==> src/rtl/ides_word_align.sv <==
// Comma-hunting word aligner for the IDES16 deserializer, running in its PCLK domain.
// Define IDES_ALIGN_RD_BOTH_EN to accept the K28.5 comma in either running disparity.
module ides_word_align #(
    parameter logic [9:0] COMMA        = 10'b0011111010,
    parameter int         COMMA_WINDOW = 16,
    parameter int         LOCK_COUNT   = 4,
    parameter int         LOSS_COUNT   = 2,
    parameter int         SLIP_WAIT    = 3
) (
    input  logic       clk_i,
    input  logic       rst_i,
    input  logic [9:0] data_i,
    output logic       calib_o,
    output logic [9:0] word_o,
    output logic       word_vld_o,
    output logic       comma_o,
    output logic       locked_o,
    output logic [3:0] slip_cnt_o
);

    localparam int WIN_W  = $clog2(COMMA_WINDOW) + 1;
    localparam int GOOD_W = $clog2(LOCK_COUNT) + 1;
    localparam int MISS_W = $clog2(LOSS_COUNT) + 1;
    localparam int WAIT_W = $clog2(SLIP_WAIT) + 1;

    localparam logic [WIN_W-1:0]  WIN_LAST  = WIN_W'(COMMA_WINDOW - 1);
    localparam logic [GOOD_W-1:0] GOOD_LAST = GOOD_W'(LOCK_COUNT - 1);
    localparam logic [MISS_W-1:0] MISS_LAST = MISS_W'(LOSS_COUNT - 1);
    localparam logic [WAIT_W-1:0] WAIT_LAST = WAIT_W'(SLIP_WAIT - 1);

    typedef enum logic [1:0] {
        HUNT,
        WAIT,
        LOCKED
    } state_t;

    state_t            state_q;
    logic [9:0]        word_q;
    logic              calib_q;
    logic              locked_q;
    logic [3:0]        slipCnt_q;
    logic [WIN_W-1:0]  winCnt_q;
    logic [GOOD_W-1:0] goodCnt_q;
    logic [MISS_W-1:0] missCnt_q;
    logic [WAIT_W-1:0] waitCnt_q;
    logic              commaMatch;

`ifdef IDES_ALIGN_RD_BOTH_EN
    assign commaMatch = (word_q == COMMA) || (word_q == ~COMMA);
`else
    assign commaMatch = (word_q == COMMA);
`endif

    // Decisions act on the registered word, so every output lags the comma by one edge.
    always_ff @(posedge clk_i or posedge rst_i) begin
        if (rst_i) begin
            state_q   <= HUNT;
            word_q    <= '0;
            calib_q   <= 1'b0;
            locked_q  <= 1'b0;
            slipCnt_q <= '0;
            winCnt_q  <= '0;
            goodCnt_q <= '0;
            missCnt_q <= '0;
            waitCnt_q <= '0;
        end else begin
            word_q  <= data_i;
            calib_q <= 1'b0;
            case (state_q)
                HUNT: begin
                    if (commaMatch) begin
                        winCnt_q  <= '0;
                        goodCnt_q <= goodCnt_q + 1'b1;
                        if (goodCnt_q == GOOD_LAST) begin
                            state_q   <= LOCKED;
                            locked_q  <= 1'b1;
                            missCnt_q <= '0;
                        end
                    end else if (winCnt_q == WIN_LAST) begin
                        calib_q   <= 1'b1;
                        slipCnt_q <= slipCnt_q + 4'd1;
                        goodCnt_q <= '0;
                        waitCnt_q <= '0;
                        state_q   <= WAIT;
                    end else begin
                        winCnt_q <= winCnt_q + 1'b1;
                    end
                end
                WAIT: begin
                    if (waitCnt_q == WAIT_LAST) begin
                        winCnt_q <= '0;
                        state_q  <= HUNT;
                    end else begin
                        waitCnt_q <= waitCnt_q + 1'b1;
                    end
                end
                LOCKED: begin
                    if (commaMatch) begin
                        winCnt_q  <= '0;
                        missCnt_q <= '0;
                    end else if (winCnt_q == WIN_LAST) begin
                        winCnt_q  <= '0;
                        missCnt_q <= missCnt_q + 1'b1;
                        // Losing lock goes straight back to hunting; the boundary may still be right.
                        if (missCnt_q == MISS_LAST) begin
                            state_q   <= HUNT;
                            locked_q  <= 1'b0;
                            goodCnt_q <= '0;
                        end
                    end else begin
                        winCnt_q <= winCnt_q + 1'b1;
                    end
                end
                default: begin
                    state_q  <= HUNT;
                    locked_q <= 1'b0;
                    winCnt_q <= '0;
                end
            endcase
        end
    end

    assign word_o     = word_q;
    assign calib_o    = calib_q;
    assign locked_o   = locked_q;
    assign word_vld_o = locked_q;
    assign comma_o    = commaMatch;
    assign slip_cnt_o = slipCnt_q;

endmodule

==> config.mk <==
export PLATFORM = sky130hd
export DESIGN_NAME = ides_word_align
export DESIGN_NICKNAME = d
export VERILOG_FILES = /design/src/rtl/ides_word_align.sv
export SDC_FILE = /design/constraint.sdc
export NUM_CORES = 1
export LEC_CHECK = 0
export BUFFER_PORTS_ARGS = -buffer_cell sky130_fd_sc_hd__clkbuf_2
export CAP_MARGIN = 20
export CORE_UTILIZATION = 57
export DETAILED_ROUTE_END_ITERATION = 16
export PLACE_DENSITY = 0.93
export SYNTH_ARGS = -nofsm -noshare
export SYNTH_HDL_FRONTEND = slang
export SYNTH_SLANG_ARGS = --single-unit
==> constraint.sdc <==
create_clock -name clk_i -period 3.9 [get_ports clk_i]
set_input_delay 0.78 -clock clk_i [delete_from_list [all_inputs] [get_ports clk_i]]
set_output_delay 0.78 -clock clk_i [all_outputs]
set_load 0.01 [all_outputs]
# Word level (Yosys, flattened, before mapping)
# Cells that the tools add are included.
word_totals:
  in_bits: 12
  register_bits: 31
  out_inout_bits: 18
classes:
  n_addsub: 5
  n_eq_ne: 20
  muxes: 37
  n_reduce_logical: 10
  n_bitwise: 2
ops:
  columns: ["op", "count"]
  rows:
  - ["$mux W5", 5]
  - ["$mux W2", 11]
  - ["$mux W3", 7]
  - ["$ne A2 B2 Y1 const B", 9]
  - ["$pmux W5 S3", 1]
  - ["$ne A3 B3 Y1 const B", 4]
  - ["$pmux W3 S2", 2]
  - ["$reduce_and A6 Y1", 2]
  - ["$eq A10 B8 Y1 const B", 1]
  - ["$mux W1", 8]
  - ["$reduce_and A4 Y1", 2]
  - ["$add A3 B1 Y3 const B", 2]
  - ["$eq A3 B2 Y1 const B", 2]
  - ["$pmux W2 S3", 1]
  - ["$add A5 B1 Y5 const B", 1]
  - ["$eq A5 B4 Y1 const B", 1]
  - ["$reduce_and A5 Y1", 1]
  - ["$add A4 B1 Y4 const B", 1]
  - ["$eq A2 B1 Y1 const B", 2]
  - ["$pmux W2 S2", 1]
  - ["$reduce_bool A2 Y1", 2]
  - ["$pmux W1 S3", 1]
  - ["$reduce_and A3 Y1", 1]
  - ["$add A2 B1 Y2 const B", 1]
  - ["other kinds (4)", 5]

# Longest topological paths before layout
logic_depth:
  word_depth: 5
  ltp_mapped: 9
  depth_no_buf: 8

# Worst setup path before layout
# OpenSTA, ideal clock, no wires.
synth_timing:
  path_kind: "register -> output"
  startpoint: "register word_q[8] (netlist: word_o[8])"
  endpoint: "output port comma_o"
  path_stages_with_launch: 5
  t_required_ns: 3.120
  arrival_time_ns: 1.273
  path_slack_ns: 1.847
  cell_sequence: "dfrtp_1 -> nand4bb_4 -> or3_1 -> buf_2 -> inv_1"
synth_via:
  elab_chain_cells: 1
synth_lines:
  columns: ["item", "line_no", "text"]
  rows:
  - ["start: declaration", "38", "logic [9:0] word_q;"]
  - ["start signal: assignment", "67", "word_q <= data_i;"]
  - ["$eq A10 B8 Y1", "51", "assign commaMatch = (word_q == COMMA);"]
  - ["end: declaration", "16", "output logic comma_o,"]
# No other way between the ends.

# Final worst setup path
# Same ends and word-level chain as after synthesis.

==> impl_results.md <==
- Status: finished clean
- # IOs: 30
- Combinational power share: between 20% and 30%
- Pre-CTS setup slack: roughly 1700 ps
- Syn nets: roughly 140
- First-pass GRT wire length: approximately 4600 um
- Largest net degree at the start of global routing: 20
- Rel. slew slack: roughly 60%
- Top cell type's share of synthesized area: roughly 55%
- Worst Path Required: about 3100 ps
- Inserted Clock Buffers: 5
- Initial Util: 61.9%
- Period minus WS final: approximately 2500 ps
- Peak supply drop: roughly 520 uV
- Detailed-route via count: roughly 1000
- Critical path's largest stage delay: approximately 450 ps
- CTS H-tree depth: 2
- NetSw: a little over 0.0003 W
- GRT Resource Usage Total: 24.6%
- Cts-stage hold buffer count: 0
- Internal Pwr Total: between 0.0007 and 0.0008 W
- Power Dens Cells: around 600 mW/mm^2
- Drt wl/cell: 14.6 um
- Worst-path clk slew: 100 ps
- Sw Share: 30.0%
- Final hold vios: 0
- Worst Tran Pin Value: 605 ps
- WP buf/inv: 2
- Yosys warns: 0
- Synth cell count leaders: dfrtp_1 (31), inv_1 (12), ha_1 (9)
- Core Region: 0.00228 mm^2
- Clock latency on the worst-skew pair: 330 ps
- Share of cells above drive strength 1: 26.6%
- Final ANT Viol Nets: 0
- Post-synth cell types: 36
- Initial antenna violation count: 0
- Flop pwr share: approximately 44%
- Slowest cell on the critical path: or3_1
- Crit. End Element: output port
- CTS tree: yes
- Critical Path Start Type: register
- Gpl congestion: a little over 0.7
- Initial DRC count: 7
- Reg-to-reg setup timing slack: around 1700 ps
- Clock network power share: 31.1%
- Clk_skew: ~6.8 ps
- Die Height: between 50 and 60 um
- Async set or reset register ratio after synthesis: 100%
- Slew Limit Fails: 0
- Final WL: 2650 um
- Die area: 0.00267 mm^2
- Final WS setup: 1360 ps
- Worst-path fanout max: 6
- DRC: 0
- Maxcap violations: 0
- Final Non-Filler Cells: about 180
- Die span in x: between 50 and 60 um
- Yosys reg bits: 31
- # setup viols final: 0
- Drt pass-1 iters: 4
- Worst EP arrival: 1760 ps
- Vias per cell: ~5.7
- CP cell instances: nand4bb_4 -> or3_1 -> inv_1 -> clkbuf_2
- Sequential share of the synthesized area: a little under three fifths
- Fin nets: about 170
- Post-Syn Area: 0.00141 mm^2
- Post-CTS Resized: 0
- Delay-heaviest family, CP: simple AND/OR/NAND/NOR gates
- Post-synth EDFFs: 0
- Count leader, synth: dfrtp_1
- CTS Buffer Depth: 2
- Area Overhead vs Synth: 20.2%
- FMAX: between 300 and 400 MHz
- Congestion Overflow GR: 0
- ANT cells: 0
- Post-synthesis average cell area: 11.5 um^2
- Post-synth top area cell: dfrtp_1
- CTS sink cnt: 31
- Vias in the first global route: between 1000 and 1500
- Period utilisation layout: 65.2%
- CTS root buffer: clkbuf_4
- Cell Count Post-Placement: ~170
- Gate Count Post-Synth: approximately 120
- Worst min path class: input pin to async pin
- Post-route setup TNS: 0 ps
- # rows: 17
- Post-CTS Repair Setup Buffers: 0
- Total power: roughly 0.001 W
- PortBufs: 29
- RSZ-0062 raised after global routing: no
- Lkg Pwr: 0.852 nW
- Top FF cell, synth: dfrtp_1
- Ranking of synthesized cells by area: dfrtp_1 (55%), ha_1 (8.0%), inv_1 (3.2%)
- Critical path class: register to output port
- DP HPWL: 1970 um
area by class of cell:
cell class                 count  area (um^2)
inverter                      12         45.0
timing repair buffer          30          173
fill                         152          582
clock inverter                 3         67.6
tap                           28         35.0
clock buffer                   5         37.5
sequential                    31          776
multi-input combinational     73          561
metal layers:
metal,vias up,GRT usage [%],wire [um]
li1,497,-,-
met1,511,28.9,1130
met2,32,39.6,1380
met3,4,9.36,111
met4,0,11.3,27
met5,-,0,0
worst reg2reg max path: stages, from the launching register on:
cell     delay, ps
dfrtp_1        420
ha_1           240
nand3_1        100
inv_1           50
ha_1           250
nor3b_1        170
o31a_1         210
or2_1          330
mux2_2         290
layout by cell type, fill, tap and decap left out, types with 3 or more instances in the layout:
cell type	n
inv_1	12
o21ai_0	5
a21o_1	3
o31ai_1	3
clkbuf_4	5
clkbuf_2	29
xnor2_1	3
nand2_1	5
a21oi_1	6
nor3_1	5
dfrtp_1	31
a22o_1	3
ha_1	9
nor4b_1	3
state kept, by name (all words and copies together) (netlist names):
signal and cells:
word_o 10, calib_o 1, winCnt_q 5, waitCnt_q 3
locked_o 1, goodCnt_q 3, slip_cnt_o 4, missCnt_q 2
state_q 2
per-stage QoR:
step	utilization [%]	hold slack (ps)	cell area [um^2]
2_1_floorplan	-	450	1410
3_3_place_gp	68.6	463	1560
3_5_place_dp	69.8	479	1590
4_1_cts	74.4	493	1690
5_1_grt	74.4	504	1690
6_report	74.4	493	1690
kinds of logic after synthesis:
kind of cell,after synthesis,synth area share [%]
and+or+nand+nor,28,13.1
DFF,31,55.1
buffers and inverters,18,5.15
adders and majority gates,9,7.99
xor gates and xnor gates,5,3.11
AOI/OAI and AO/OA,29,14.0
muxes,2,1.60
power by group through the flow:
| stage | Combinational, W | Clock (W) | Sequential [W] |
|---|---|---|---|
| final | 0.000249 | 0.000314 | 0.000449 |
| after global routing | 0.000282 | 0.000335 | 0.000458 |
| after CTS | 0.000253 | 0.000320 | 0.000448 |
| after detailed placement | 0.000251 | 0 | 0.000454 |
| after global placement | 0.000227 | 0 | 0.000446 |
| after floorplan | 0.000186 | 0 | 0.000442 |
path summary, 6_finish.rpt:
check	from	endpoint	cells after the start
setup reg to reg	winCnt_q[0]	winCnt_q[0]	8
max in group asynchronous	rst_i	winCnt_q[0]	3
hold / removal	rst_i	slip_cnt_o[2]	2
min in group clk_i	goodCnt_q[2]	goodCnt_q[2]	1
hold reg to reg	goodCnt_q[2]	goodCnt_q[2]	1
setup / recovery	word_o[8]	comma_o	4
No activity file was read; power rests on OpenSTA's default activity.
